File: config.mk
export PLATFORM = sky130hd
export DESIGN_NAME = cache_refill_ctrl_flat
export DESIGN_NICKNAME = d
export VERILOG_FILES = /design/src/rtl/cache_refill_if.sv /design/src/rtl/cache_refill_ctrl.sv /design/src/flat_wrapper.sv
export SDC_FILE = /design/constraint.sdc
export NUM_CORES = 1
export LEC_CHECK = 0
export ABC_AREA = 1
export CORE_ASPECT_RATIO = 1.4
export CORE_MARGIN = 2
export CORE_UTILIZATION = 35
export DETAILED_ROUTE_END_ITERATION = 16
export PLACE_DENSITY_LB_ADDON = 0.15
export SLEW_MARGIN = 25
export SYNTH_ARGS = -nofsm -noshare
export SYNTH_HDL_FRONTEND = slang
export SYNTH_SLANG_ARGS = --single-unit
export TNS_END_PERCENT = 50
File: constraint.sdc
create_clock -name clk -period 11.5 [get_ports clk]
set_input_delay 1.725 -clock clk [delete_from_list [all_inputs] [get_ports clk]]
set_output_delay 1.725 -clock clk [all_outputs]
set_load 0.02 [all_outputs]
File: src/rtl/cache_refill_if.sv
// Bus bundle between the cache refill controller and its environment:
// miss request from the cache, word-read bus to memory, fill/critical-word
// return to the cache and completion status.
interface cache_refill_if #(
  parameter int DATA_WIDTH   = 16,
  parameter int TAG_WIDTH    = 16,
  parameter int OFFSET_WIDTH = 2
);
  logic                              miss_req;
  logic [TAG_WIDTH-1:0]              miss_tag;
  logic [OFFSET_WIDTH-1:0]           miss_offset;
  logic                              busy;
  logic                              mem_req_valid;
  logic                              mem_req_ready;
  logic [TAG_WIDTH+OFFSET_WIDTH-1:0] mem_addr;
  logic                              mem_rsp_valid;
  logic [DATA_WIDTH-1:0]             mem_rsp_data;
  logic                              fill_valid;
  logic [TAG_WIDTH-1:0]              fill_tag;
  logic [OFFSET_WIDTH-1:0]           fill_idx;
  logic [DATA_WIDTH-1:0]             fill_data;
  logic                              crit_valid;
  logic [DATA_WIDTH-1:0]             crit_data;
  logic                              fill_done;
  logic [31:0]                       refill_count;

  // Controller side.
  modport master (
    input  miss_req, miss_tag, miss_offset, mem_req_ready, mem_rsp_valid, mem_rsp_data,
    output busy, mem_req_valid, mem_addr, fill_valid, fill_tag, fill_idx, fill_data,
           crit_valid, crit_data, fill_done, refill_count
  );

  // Cache / memory side.
  modport slave (
    output miss_req, miss_tag, miss_offset, mem_req_ready, mem_rsp_valid, mem_rsp_data,
    input  busy, mem_req_valid, mem_addr, fill_valid, fill_tag, fill_idx, fill_data,
           crit_valid, crit_data, fill_done, refill_count
  );
endinterface

File: src/rtl/cache_refill_ctrl.sv
// Cache line refill controller: on a miss it fetches the BLOCK_SIZE words of
// the missing block one request at a time, writes each word into the cache
// and returns the requested (critical) word early.
// Optional feature: define CRIT_WORD_FIRST_EN to fetch the block starting at
// the requested word (wrapping), so the critical word arrives first.
module cache_refill_ctrl #(
  parameter int DATA_WIDTH   = 16,
  parameter int TAG_WIDTH    = 16,
  parameter int BLOCK_SIZE   = 4,
  parameter int OFFSET_WIDTH = 2
) (
  input logic            clk,
  input logic            reset,
  cache_refill_if.master bus
);

  localparam int CNT_W = OFFSET_WIDTH + 1;

  typedef enum logic [1:0] {IDLE, REQ, WAIT, DONE} state_e;

  state_e                            state_q, state_d;
  logic [TAG_WIDTH-1:0]              tag_q, tag_d;
  logic [OFFSET_WIDTH-1:0]           off_q, off_d;
  logic [CNT_W-1:0]                  cnt_q, cnt_d;
  logic                              busy_q, busy_d;
  logic                              mem_req_valid_q, mem_req_valid_d;
  logic [TAG_WIDTH+OFFSET_WIDTH-1:0] mem_addr_q, mem_addr_d;
  logic                              fill_valid_q, fill_valid_d;
  logic [TAG_WIDTH-1:0]              fill_tag_q, fill_tag_d;
  logic [OFFSET_WIDTH-1:0]           fill_idx_q, fill_idx_d;
  logic [DATA_WIDTH-1:0]             fill_data_q, fill_data_d;
  logic                              crit_valid_q, crit_valid_d;
  logic [DATA_WIDTH-1:0]             crit_data_q, crit_data_d;
  logic                              fill_done_q, fill_done_d;
  logic [31:0]                       refill_count_q, refill_count_d;

  logic [CNT_W-1:0]        cnt_inc;
  logic [OFFSET_WIDTH-1:0] cur_idx;   // word index of the outstanding request
  logic [OFFSET_WIDTH-1:0] nxt_idx;   // word index of the following request
  logic [OFFSET_WIDTH-1:0] first_idx; // word index of the first request of a miss

  assign cnt_inc = cnt_q + CNT_W'(1);

  // Word order within the block; OFFSET_WIDTH-bit arithmetic gives the wrap.
`ifdef CRIT_WORD_FIRST_EN
  assign cur_idx   = off_q + cnt_q[OFFSET_WIDTH-1:0];
  assign nxt_idx   = off_q + cnt_inc[OFFSET_WIDTH-1:0];
  assign first_idx = bus.miss_offset;
`else
  assign cur_idx   = cnt_q[OFFSET_WIDTH-1:0];
  assign nxt_idx   = cnt_inc[OFFSET_WIDTH-1:0];
  assign first_idx = '0;
`endif

  // Next state and next registered outputs.
  always_comb begin
    // NOTE: every _d gets a default before the case so no path leaves it
    // unassigned; otherwise synthesis infers a latch.
    state_d         = state_q;
    tag_d           = tag_q;
    off_d           = off_q;
    cnt_d           = cnt_q;
    mem_req_valid_d = mem_req_valid_q;
    mem_addr_d      = mem_addr_q;
    fill_valid_d    = 1'b0;
    fill_tag_d      = fill_tag_q;
    fill_idx_d      = fill_idx_q;
    fill_data_d     = fill_data_q;
    crit_valid_d    = 1'b0;
    crit_data_d     = crit_data_q;
    fill_done_d     = 1'b0;
    refill_count_d  = refill_count_q;

    case (state_q)
      IDLE: begin
        if (bus.miss_req) begin
          tag_d           = bus.miss_tag;
          off_d           = bus.miss_offset;
          cnt_d           = '0;
          mem_req_valid_d = 1'b1;
          mem_addr_d      = {bus.miss_tag, first_idx};
          state_d         = REQ;
        end
      end
      REQ: begin
        if (bus.mem_req_ready) begin
          mem_req_valid_d = 1'b0;
          state_d         = WAIT;
        end
      end
      WAIT: begin
        if (bus.mem_rsp_valid) begin
          fill_valid_d = 1'b1;
          fill_tag_d   = tag_q;
          fill_idx_d   = cur_idx;
          fill_data_d  = bus.mem_rsp_data;
          if (cur_idx == off_q) begin
            crit_valid_d = 1'b1;
            crit_data_d  = bus.mem_rsp_data;
          end
          cnt_d = cnt_inc;
          if (cnt_q == CNT_W'(BLOCK_SIZE - 1)) begin
            fill_done_d    = 1'b1;
            refill_count_d = refill_count_q + 32'd1;
            state_d        = DONE;
          end else begin
            mem_req_valid_d = 1'b1;
            mem_addr_d      = {tag_q, nxt_idx};
            state_d         = REQ;
          end
        end
      end
      DONE: begin
        state_d = IDLE;
      end
      default: state_d = IDLE;
    endcase

    busy_d = (state_d != IDLE);
  end

  // State and output registers.
  always_ff @(posedge clk or posedge reset) begin
    if (reset) begin
      state_q         <= IDLE;
      tag_q           <= '0;
      off_q           <= '0;
      cnt_q           <= '0;
      busy_q          <= 1'b0;
      mem_req_valid_q <= 1'b0;
      mem_addr_q      <= '0;
      fill_valid_q    <= 1'b0;
      fill_tag_q      <= '0;
      fill_idx_q      <= '0;
      fill_data_q     <= '0;
      crit_valid_q    <= 1'b0;
      crit_data_q     <= '0;
      fill_done_q     <= 1'b0;
      refill_count_q  <= '0;
    end else begin
      // NOTE: non-blocking assignments so every flop samples pre-edge values.
      state_q         <= state_d;
      tag_q           <= tag_d;
      off_q           <= off_d;
      cnt_q           <= cnt_d;
      busy_q          <= busy_d;
      mem_req_valid_q <= mem_req_valid_d;
      mem_addr_q      <= mem_addr_d;
      fill_valid_q    <= fill_valid_d;
      fill_tag_q      <= fill_tag_d;
      fill_idx_q      <= fill_idx_d;
      fill_data_q     <= fill_data_d;
      crit_valid_q    <= crit_valid_d;
      crit_data_q     <= crit_data_d;
      fill_done_q     <= fill_done_d;
      refill_count_q  <= refill_count_d;
    end
  end

  assign bus.busy          = busy_q;
  assign bus.mem_req_valid = mem_req_valid_q;
  assign bus.mem_addr      = mem_addr_q;
  assign bus.fill_valid    = fill_valid_q;
  assign bus.fill_tag      = fill_tag_q;
  assign bus.fill_idx      = fill_idx_q;
  assign bus.fill_data     = fill_data_q;
  assign bus.crit_valid    = crit_valid_q;
  assign bus.crit_data     = crit_data_q;
  assign bus.fill_done     = fill_done_q;
  assign bus.refill_count  = refill_count_q;

endmodule

File: src/flat_wrapper.sv
// flat-port wrapper written by rule: the top's interface ports become plain ports
module cache_refill_ctrl_flat 
#(
  parameter int DATA_WIDTH   = 16,
  parameter int TAG_WIDTH    = 16,
  parameter int BLOCK_SIZE   = 4,
  parameter int OFFSET_WIDTH = 2
)
  (clk, reset, bus_miss_req, bus_miss_tag, bus_miss_offset, bus_mem_req_ready, bus_mem_rsp_valid, bus_mem_rsp_data, bus_busy, bus_mem_req_valid, bus_mem_addr, bus_fill_valid, bus_fill_tag, bus_fill_idx, bus_fill_data, bus_crit_valid, bus_crit_data, bus_fill_done, bus_refill_count);
  cache_refill_if #(.DATA_WIDTH(DATA_WIDTH), .TAG_WIDTH(TAG_WIDTH), .OFFSET_WIDTH(OFFSET_WIDTH)) bus_i ();
  input logic clk;
  input logic reset;
  input wire logic [$bits(bus_i.miss_req)-1:0] bus_miss_req;
  input wire logic [$bits(bus_i.miss_tag)-1:0] bus_miss_tag;
  input wire logic [$bits(bus_i.miss_offset)-1:0] bus_miss_offset;
  input wire logic [$bits(bus_i.mem_req_ready)-1:0] bus_mem_req_ready;
  input wire logic [$bits(bus_i.mem_rsp_valid)-1:0] bus_mem_rsp_valid;
  input wire logic [$bits(bus_i.mem_rsp_data)-1:0] bus_mem_rsp_data;
  output wire logic [$bits(bus_i.busy)-1:0] bus_busy;
  output wire logic [$bits(bus_i.mem_req_valid)-1:0] bus_mem_req_valid;
  output wire logic [$bits(bus_i.mem_addr)-1:0] bus_mem_addr;
  output wire logic [$bits(bus_i.fill_valid)-1:0] bus_fill_valid;
  output wire logic [$bits(bus_i.fill_tag)-1:0] bus_fill_tag;
  output wire logic [$bits(bus_i.fill_idx)-1:0] bus_fill_idx;
  output wire logic [$bits(bus_i.fill_data)-1:0] bus_fill_data;
  output wire logic [$bits(bus_i.crit_valid)-1:0] bus_crit_valid;
  output wire logic [$bits(bus_i.crit_data)-1:0] bus_crit_data;
  output wire logic [$bits(bus_i.fill_done)-1:0] bus_fill_done;
  output wire logic [$bits(bus_i.refill_count)-1:0] bus_refill_count;
  assign bus_i.miss_req = bus_miss_req;
  assign bus_i.miss_tag = bus_miss_tag;
  assign bus_i.miss_offset = bus_miss_offset;
  assign bus_i.mem_req_ready = bus_mem_req_ready;
  assign bus_i.mem_rsp_valid = bus_mem_rsp_valid;
  assign bus_i.mem_rsp_data = bus_mem_rsp_data;
  assign bus_busy = bus_i.busy;
  assign bus_mem_req_valid = bus_i.mem_req_valid;
  assign bus_mem_addr = bus_i.mem_addr;
  assign bus_fill_valid = bus_i.fill_valid;
  assign bus_fill_tag = bus_i.fill_tag;
  assign bus_fill_idx = bus_i.fill_idx;
  assign bus_fill_data = bus_i.fill_data;
  assign bus_crit_valid = bus_i.crit_valid;
  assign bus_crit_data = bus_i.crit_data;
  assign bus_fill_done = bus_i.fill_done;
  assign bus_refill_count = bus_i.refill_count;
  cache_refill_ctrl #(.DATA_WIDTH(DATA_WIDTH), .TAG_WIDTH(TAG_WIDTH), .BLOCK_SIZE(BLOCK_SIZE), .OFFSET_WIDTH(OFFSET_WIDTH)) u_core (.clk(clk), .reset(reset), .bus(bus_i));
endmodule
==> flow_summary.toml, run 1 <==
[clocking]
clk_latency_ns = 0.41
cts_buffers = 17
cts_tree = "yes"
postCtsResizedCells = 0
cts-root-buf = "clkbuf_16"
clock_sinks = 128
holdBufCountCts = 0
ctsHtreeMaxLevel = 4
cts_setup_buffers = 0
path_clk_slew_ns = 0.06
clk_path_buf_depth = 2

[critical_path]
crit_family = "simple AND/OR/NAND/NOR gates"
path_max_fanout = 69
crit_chain = "clkdlybuf4s50_1 > nand2_4 > inv_2 > nand3_2 > o21ai_1"
critPathLaunchType = "primary input"
cp.required_ns = 11.82
max_stage_delay_ns = 0.57
worst-setup-path-type = "in2reg"
arrival_ns = 3.71
path_buf_inv = 2
critPathSlowestCell = "clkdlybuf4s50_1"
crit_path_end_kind = "register"

[place]
numPortBuffers = 143
place_hpwl_mm = 9.62
place_congestion = 0.791
placedCellCount = 961

[floorplanning]
rows = 54
core_um2 = 15600
ios = 144
initial_utilization = 0.359
die_w_um = 111
die_area_um2 = 17000
die_y_um = 154

[logic_synthesis]
ys_ff_latch = 128
netlist_area_um2 = 5600
synthFlopType = "dfrtp_1"
synth_edf_count = 0
syn_inst = 638
ys_types = 32
syn_nets = 680
async_reset_ff_frac = 1.00
ys_top_cells_by_area = "dfrtp_1, nand2_1, o21ai_0"
syn_area_per_cell_um2 = 8.78
yosysSeqAreaShare = 0.572
synth_top_area_frac = 0.572
yosysWarnings = 0
synth_top_cell_by_area = "dfrtp_1"

[sta]
period_minus_slack_ns = 3.39
relSlewSlack = 0.456
setup_viol_count_final = 0
rsz0062_at_grt = "false"
worst_pin_slew_ns = 0.816
hold_violations = 0
tns_ns = 0
skew_ns = 0.0130
fin_crit_sh = 0.295
report.final.slew_viol_count = 0
max_freq_ghz = 0.295

[drt]
drt_first_pass_iters = 6
ant_nets = 0
wirelength_mm = 13.7
drtIter0Drc = 159
num_vias = 4531
vias_per_cell = 4.56
detail_route.wl_per_cell_um = 13.7
drcViolationCount = 0

[final_layout]
fill_cells = 1514
fin_nets = 826
final_common_cell = "nand2_1"
synthToLayoutAreaGrowth_pct = 39.1
final_cell_mix = "nand2_1, clkdlybuf4s50_1, dfrtp_1"
fin_cells = 994
drive_gt1_frac = 0.0690

[global_routing]
antenna_found_initial = 1
grt_pass1_wl_mm = 23.0
grt_overflow = 0
grtUsageTotal = 0.168
grt_max_degree = 70
grt_pass1_vias = 4581

[outcome]
status = "completed"

[flow_run]
drv_cap = 0

[worst_hold_path]
min-delay-path-class = "reg2reg"

[power]
vdd_drop_max_mv = 0.136
power.density_nw_per_um2 = 242
power.leakage_nw = 3.81
==> registers in the layout, indices dropped and copies added (netlist names) <==
signal and count:
u_core.bus.fill_tag 16, u_core.bus.refill_count 32, u_core.bus.crit_data 16, u_core.state_q 2, u_core.bus.fill_data 16, u_core.bus.crit_valid 1, u_core.off_q 2, u_core.bus.busy 1
u_core.bus.fill_idx 2, u_core.bus.mem_addr 18, u_core.tag_q 16, u_core.bus.mem_req_valid 1, u_core.bus.fill_done 1, u_core.cnt_q 3, u_core.bus.fill_valid 1
==> cell families after synthesis <==
logic type	Yosys count	synth area share
fa+ha+maj	3	0.00670
buf+inv	86	0.0628
simple gates	316	0.250
xor+xnor	16	0.0250
flops	128	0.572
mux	2	0.00402
compound gates	87	0.0798
==> synthesized netlist by cell type, drive strengths merged (4+ instances only) <==
| master | n |
|---|---|
| nand2 | 226 |
| dfrtp | 128 |
| inv | 68 |
| o21ai | 68 |
| nor2 | 58 |
| a21oi | 16 |
| nand3b | 15 |
| buf | 14 |
| nand3 | 14 |
| xnor2 | 8 |
| xor2 | 8 |
| clkbuf | 4 |
==> per-stage QoR <==
stage | hold slack, ns | setup slack, ns | utilization | area [µm²] | power [mW]
floorplan | 0.452 | 6.36 | - | 5600 | 1.06
global placement | 0.455 | 7.41 | 0.461 | 7200 | 1.36
detailed placement | 0.461 | 7.64 | 0.462 | 7210 | 1.37
CTS | 0.477 | 8.08 | 0.499 | 7790 | 1.92
global route | 0.509 | 7.86 | 0.499 | 7790 | 2.01
finish | 0.471 | 8.11 | 0.499 | 7790 | 1.89
==> worst reg2reg max path, delay by kind of cell (launching register included) <==
family | cells | cell delay [ns]
AND/OR/NAND/NOR | 3 | 1.09
flip-flops | 1 | 0.47
AO/OA/AOI/OAI | 1 | 0.34
buffers and inverters | 1 | 0.20
==> routing by layer <==
layer  track usage  wire (µm)  up-vias
li1              -          -     2285
met1         0.202       5860     2138
met2         0.291       7100       97
met3        0.0430        536       11
met4        0.0577        161        0
met5             0          0        -
==> final timing paths <==
| path | from | endpoint | slack, ns | cells past startpoint |
|---|---|---|---|---|
| max | bus_mem_rsp_valid | u_core.bus.crit_data[12]$_DFFE_PP0P_ | 8.11 | 5 |
| min | u_core.bus.mem_addr[8]$_DFFE_PP0P_ | u_core.bus.mem_addr[8]$_DFFE_PP0P_ | 0.47 | 2 |
| max reg2reg | u_core.state_q[0]$_DFF_PP0_ | u_core.bus.crit_data[12]$_DFFE_PP0P_ | 9.32 | 5 |
| min reg2reg | u_core.bus.mem_addr[8]$_DFFE_PP0P_ | u_core.bus.mem_addr[8]$_DFFE_PP0P_ | 0.47 | 2 |
| max in group asynchronous | reset | u_core.tag_q[14]$_DFFE_PP0P_ | 8.34 | 3 |
| min in group asynchronous | reset | u_core.bus.refill_count[29]$_DFFE_PP0P_ | 1.83 | 2 |
==> layout make-up <==
cell class / instances / area (µm²) / area share
antenna: 1 / 2.50 / 0.000321
inverter: 68 / 260 / 0.0334
clock buffer: 18 / 429 / 0.0551
tap: 196 / 245 / 0.0315
sequential: 128 / 3200 / 0.411
multi-input combinational: 424 / 2050 / 0.263
timing repair buffer: 145 / 1450 / 0.186
clock inverter: 14 / 154 / 0.0198
==> report_power, final <==
part | leakage (nW) | switching [mW] | internal (mW) | total [mW]
logic | 1.91 | 0.386 | 0.287 | 0.673
clock network | 0.278 | 0.211 | 0.322 | 0.533
registers | 1.63 | 0.0847 | 0.598 | 0.682
total | 3.81 | 0.681 | 1.21 | 1.89
(Power assumes the default switching activity.)
==> run 2: changes to the inputs <==
==> constraint.sdc (replaced) <==
create_clock -name clk -period 3.05 [get_ports clk]
set_input_delay 0.4575 -clock clk [delete_from_list [all_inputs] [get_ports clk]]
set_output_delay 0.4575 -clock clk [all_outputs]
set_load 0.02 [all_outputs]
==> flow_summary.toml, run 2 (synthesized netlist as in run 1, its figures left out) <==
[drt]
vias_per_cell = 4.57
detail_route.wl_per_cell_um = 13.4
drcViolationCount = 0
drtIter0Drc = 192
drt_first_pass_iters = 4
wirelength_mm = 13.4
ant_nets = 0
num_vias = 4556

[power]
power.switching_mw = 2.56
power.density_nw_per_um2 = 907
intPower_mw = 4.56
switching_share = 0.359
p_clk_frac = 0.283
vdd_drop_max_mv = 0.472
p_total_mw = 7.12
power.leakage_nw = 3.83
p_seq_frac = 0.360
pwr-share-comb = 0.357

[final_layout]
largest_reg_flops = 32
final_cell_mix = "nand2_1, clkdlybuf4s50_1, dfrtp_1"
final_common_cell = "nand2_1"
fin_util = 0.503
drive_gt1_frac = 0.0725
multi_input_area_um2 = 2050
design_area_um2 = 7850
fill_cells = 1512
synthToLayoutAreaGrowth_pct = 40.1
fin_nets = 829
seq_area_um2 = 3200
num_antenna_cells = 0
fin_cells = 996

[sta]
worst_pin_slew_ns = 0.881
skew_ns = 0.0107
rsz0062_at_grt = "false"
fin_crit_sh = 0.681
setup_ws_ns = 0.974
hold_violations = 0
holdWs_ns = 0.471
relSlewSlack = 0.411
setup_viol_count_final = 0
period_minus_slack_ns = 2.08
report.final.slew_viol_count = 0
tns_ns = 0
max_freq_ghz = 0.482

[global_routing]
grt_pass1_vias = 4641
grt_overflow = 0
use_met2 = 0.277
grt_max_degree = 45
grtUsageMet3 = 0.0398
antenna_found_initial = 0
grt_pass1_wl_mm = 23.0
use_met1 = 0.213
grtUsageTotal = 0.166
busiest_layer = "met2"

[clocking]
cts-root-buf = "clkbuf_16"
cts_tree = "yes"
clk_latency_ns = 0.41
ctsHtreeMaxLevel = 4
postCtsResizedCells = 0
clk_path_buf_depth = 2
holdBufCountCts = 0
path_clk_slew_ns = 0.06
clock_sinks = 128
cts_buffers = 17
cts_setup_buffers = 0

[critical_path]
rr_worst_depth = 6
crit_top_cell = "inv_2"
crit_family = "simple AND/OR/NAND/NOR gates"
cp.required_ns = 3.35
critPathSlowestCell = "nand3_2"
arrival_ns = 2.38
reg2reg_slack_ns = 0.97
crit_chain = "inv_2 > nor2_2 > nand2_2 > inv_2 > nand3_2 > o21ai_1"
reg2reg_to = "u_core.bus.crit_data[5]$_DFFE_PP0P_"
max_stage_delay_ns = 0.49
path_buf_inv = 2
critPathLaunchType = "register"
crit_path_end_kind = "register"
rr_startpoint = "u_core.state_q[1]$_DFF_PP0_"
worst-setup-path-type = "reg2reg"
path_max_fanout = 33

[worst_hold_path]
hold_path_depth = 2
min_from = "u_core.bus.mem_addr[7]$_DFFE_PP0P_"
min-delay-path-class = "reg2reg"
min_to = "u_core.bus.mem_addr[7]$_DFFE_PP0P_"

[place]
pre_cts_slack_ns = 0.590
postPlaceCellArea_um2 = 7260
placedCellCount = 964
place_congestion = 0.773
numPortBuffers = 143
place_hpwl_mm = 9.54

[flow_run]
drv_cap = 0

[floorplanning]
ios = 144
die_area_um2 = 17000
initial_utilization = 0.359
rows = 54
die_w_um = 111
core_um2 = 15600
die_y_um = 154

[outcome]
status = "completed"
==> run 2: worst register-to-register path, delay by kind of cell, from the launching register on <==
| family | cells | cell delay (ns) |
|---|---|---|
| buffers and inverters | 2 | 0.27 |
| and+or+nand+nor | 3 | 0.94 |
| DFF | 1 | 0.42 |
| AOI/OAI and AO/OA | 1 | 0.35 |
==> run 2: power by group through the flow <==
stage / Combinational, mW / Sequential [mW] / Clock (mW)
6_report: 2.54 / 2.56 / 2.02
5_1_grt: 2.80 / 2.63 / 2.13
4_1_cts: 2.58 / 2.57 / 2.06
3_5_place_dp: 2.58 / 2.59 / 0
3_3_place_gp: 2.53 / 2.58 / 0
2_1_floorplan: 0.956 / 3.04 / 0
==> run 2: final cells by class <==
type                            count  area share
Clock inverter                     14      0.0199
Sequential cell                   128       0.408
Timing Repair Buffer              148       0.192
Tap cell                          196      0.0312
Inverter                           68      0.0333
Clock buffer                       18      0.0547
Multi-Input combinational cell    424       0.261
==> run 2: worst max-delay path by stage <==
stage                     slack [ns]                                   to                        start  cells after the start
final                           0.97  u_core.bus.crit_data[5]$_DFFE_PP0P_  u_core.state_q[1]$_DFF_PP0_                      6
after global routing            0.72  u_core.bus.crit_data[5]$_DFFE_PP0P_  u_core.state_q[1]$_DFF_PP0_                      6
after detailed placement        0.59  u_core.bus.crit_data[9]$_DFFE_PP0P_            bus_mem_rsp_valid                      6
after floorplan                 1.01            u_core.bus.busy$_DFF_PP0_                        reset                      1
after CTS                       0.96  u_core.bus.crit_data[5]$_DFFE_PP0P_  u_core.state_q[0]$_DFF_PP0_                      5
after global placement          0.68  u_core.bus.crit_data[4]$_DFFE_PP0P_            bus_mem_rsp_valid                      6
==> run 2: per-layer routing <==
metal,up-vias,part of all wire
li1,2293,-
met1,2141,0.46
met2,106,0.48
met3,16,0.047
met4,0,0.014
met5,-,0
==> run 3: changes to the inputs <==
==> constraint.sdc (replaced) <==
create_clock -name clk -period 2.1 [get_ports clk]
set_input_delay 0.315 -clock clk [delete_from_list [all_inputs] [get_ports clk]]
set_output_delay 0.315 -clock clk [all_outputs]
set_load 0.02 [all_outputs]
==> flow_summary.toml, run 3 (synthesized netlist as in run 1, its figures left out) <==
[final_layout]
num_antenna_cells = 0
final_cell_mix = "nand2_1, clkdlybuf4s50_1, dfrtp_1"
synthToLayoutAreaGrowth_pct = 41.7
fin_nets = 834
largest_reg_flops = 32
final_common_cell = "nand2_1"
drive_gt1_frac = 0.0783

[power]
power.density_nw_per_um2 = 1330
intPower_mw = 6.94
pwr-share-comb = 0.353
p_clk_frac = 0.298
vdd_drop_max_mv = 0.794
p_seq_frac = 0.350
power.switching_mw = 3.66
switching_share = 0.345
power.leakage_nw = 3.87

[sta]
max_freq_ghz = 0.534
hold_violations = 0
period_minus_slack_ns = 1.87
worst_pin_slew_ns = 0.465
tns_ns = 0
relSlewSlack = 0.689
fin_crit_sh = 0.892
report.final.slew_viol_count = 0
skew_ns = 0.0103
setup_ws_ns = 0.228
setup_viol_count_final = 0
rsz0062_at_grt = "false"

[clocking]
cts_setup_buffers = 0
clk_latency_ns = 0.42
cts_tree = "yes"
cts_buffers = 17
holdBufCountCts = 0
cts-root-buf = "clkbuf_16"
clock_sinks = 128
path_clk_slew_ns = 0.06
clk_path_buf_depth = 2
postCtsResizedCells = 0
ctsHtreeMaxLevel = 4

[global_routing]
busiest_layer = "met2"
grtUsageTotal = 0.170
grt_max_degree = 57
antenna_found_initial = 0
grtUsageMet3 = 0.0520
grt_pass1_wl_mm = 23.2
use_met1 = 0.211
grt_overflow = 0
use_met2 = 0.283
grt_pass1_vias = 4634

[place]
pre_cts_slack_ns = 0.165
place_hpwl_mm = 9.64
place_congestion = 0.801
numPortBuffers = 143

[drt]
wirelength_mm = 13.4
num_vias = 4540
drcViolationCount = 0
ant_nets = 0
vias_per_cell = 4.54
drtIter0Drc = 169
drt_first_pass_iters = 4
detail_route.wl_per_cell_um = 13.4

[critical_path]
arrival_ns = 2.18
crit_chain = "ha_1 > ha_1 > nand2_1 > nor2_8 > nand2_2 > nor2_4 > nand2_1 > nand2_1 > nand2_1"
critPathSlowestCell = "dfrtp_1"
critPathLaunchType = "register"
max_stage_delay_ns = 0.42
path_max_fanout = 10
crit_path_end_kind = "register"
worst-setup-path-type = "reg2reg"
crit_top_cell = "nand2_1"
path_buf_inv = 0
crit_family = "simple AND/OR/NAND/NOR gates"
cp.required_ns = 2.40

[floorplanning]
die_area_um2 = 17000
initial_utilization = 0.359
core_um2 = 15600
rows = 54
die_w_um = 111
ios = 144
die_y_um = 154

[flow_run]
drv_cap = 0

[worst_hold_path]
min-delay-path-class = "in2async"

[outcome]
status = "completed"
run 3: layout make-up:
class	instances	area [µm²]
Clock buffer	20	457
Clock inverter	12	181
Fill cell	1498	7670
Inverter	68	262
Multi-Input combinational cell	424	2050
Sequential cell	128	3200
Tap cell	196	245
Timing Repair Buffer	153	1540
run 3: routing by layer:
metal / vias to the layer above / share of wire
li1: 2298 / -
met1: 2120 / 0.43
met2: 106 / 0.50
met3: 16 / 0.056
met4: 0 / 0.013
met5: - / 0
run 3: power groups by stage:
stage / registers, mW / logic [mW] / clock network (mW)
2_1_floorplan: 4.42 / 1.39 / 0
3_5_place_dp: 3.75 / 3.80 / 0
3_3_place_gp: 3.73 / 3.73 / 0
4_1_cts: 3.72 / 3.81 / 3.23
5_1_grt: 3.82 / 4.13 / 3.36
6_report: 3.71 / 3.74 / 3.16
run 3: through the flow:
step           power [mW]  instances  hold slack, ns  instance area [µm²]  utilization
3_3_place_gp         7.46        969           0.457                 7300        0.468
4_1_cts              10.8       1001           0.165                 7940        0.509
5_1_grt              11.3       1001           0.185                 7940        0.509
2_1_floorplan        5.81        638           0.452                 5600            -
3_5_place_dp         7.54        969           0.461                 7300        0.468
6_report             10.6       1001           0.174                 7940        0.509
run 3: final timing paths:
check / startpoint / to / slack (ns) / depth (start not counted)
worst min register to register: u_core.bus.mem_addr[16]$_DFFE_PP0P_ / u_core.bus.mem_addr[16]$_DFFE_PP0P_ / 0.47 / 2
worst max-delay path: u_core.cnt_q[0]$_DFFE_PP0P_ / u_core.bus.refill_count[26]$_DFFE_PP0P_ / 0.23 / 9
worst min-delay path: reset / u_core.bus.mem_addr[15]$_DFFE_PP0P_ / 0.17 / 2
min in group clk: bus_mem_rsp_data[13] / u_core.bus.crit_data[13]$_DFFE_PP0P_ / 0.46 / 3
max in group asynchronous: reset / u_core.bus.fill_data[11]$_DFFE_PP0P_ / 1.39 / 3
worst max register to register: u_core.cnt_q[0]$_DFFE_PP0P_ / u_core.bus.refill_count[26]$_DFFE_PP0P_ / 0.23 / 9
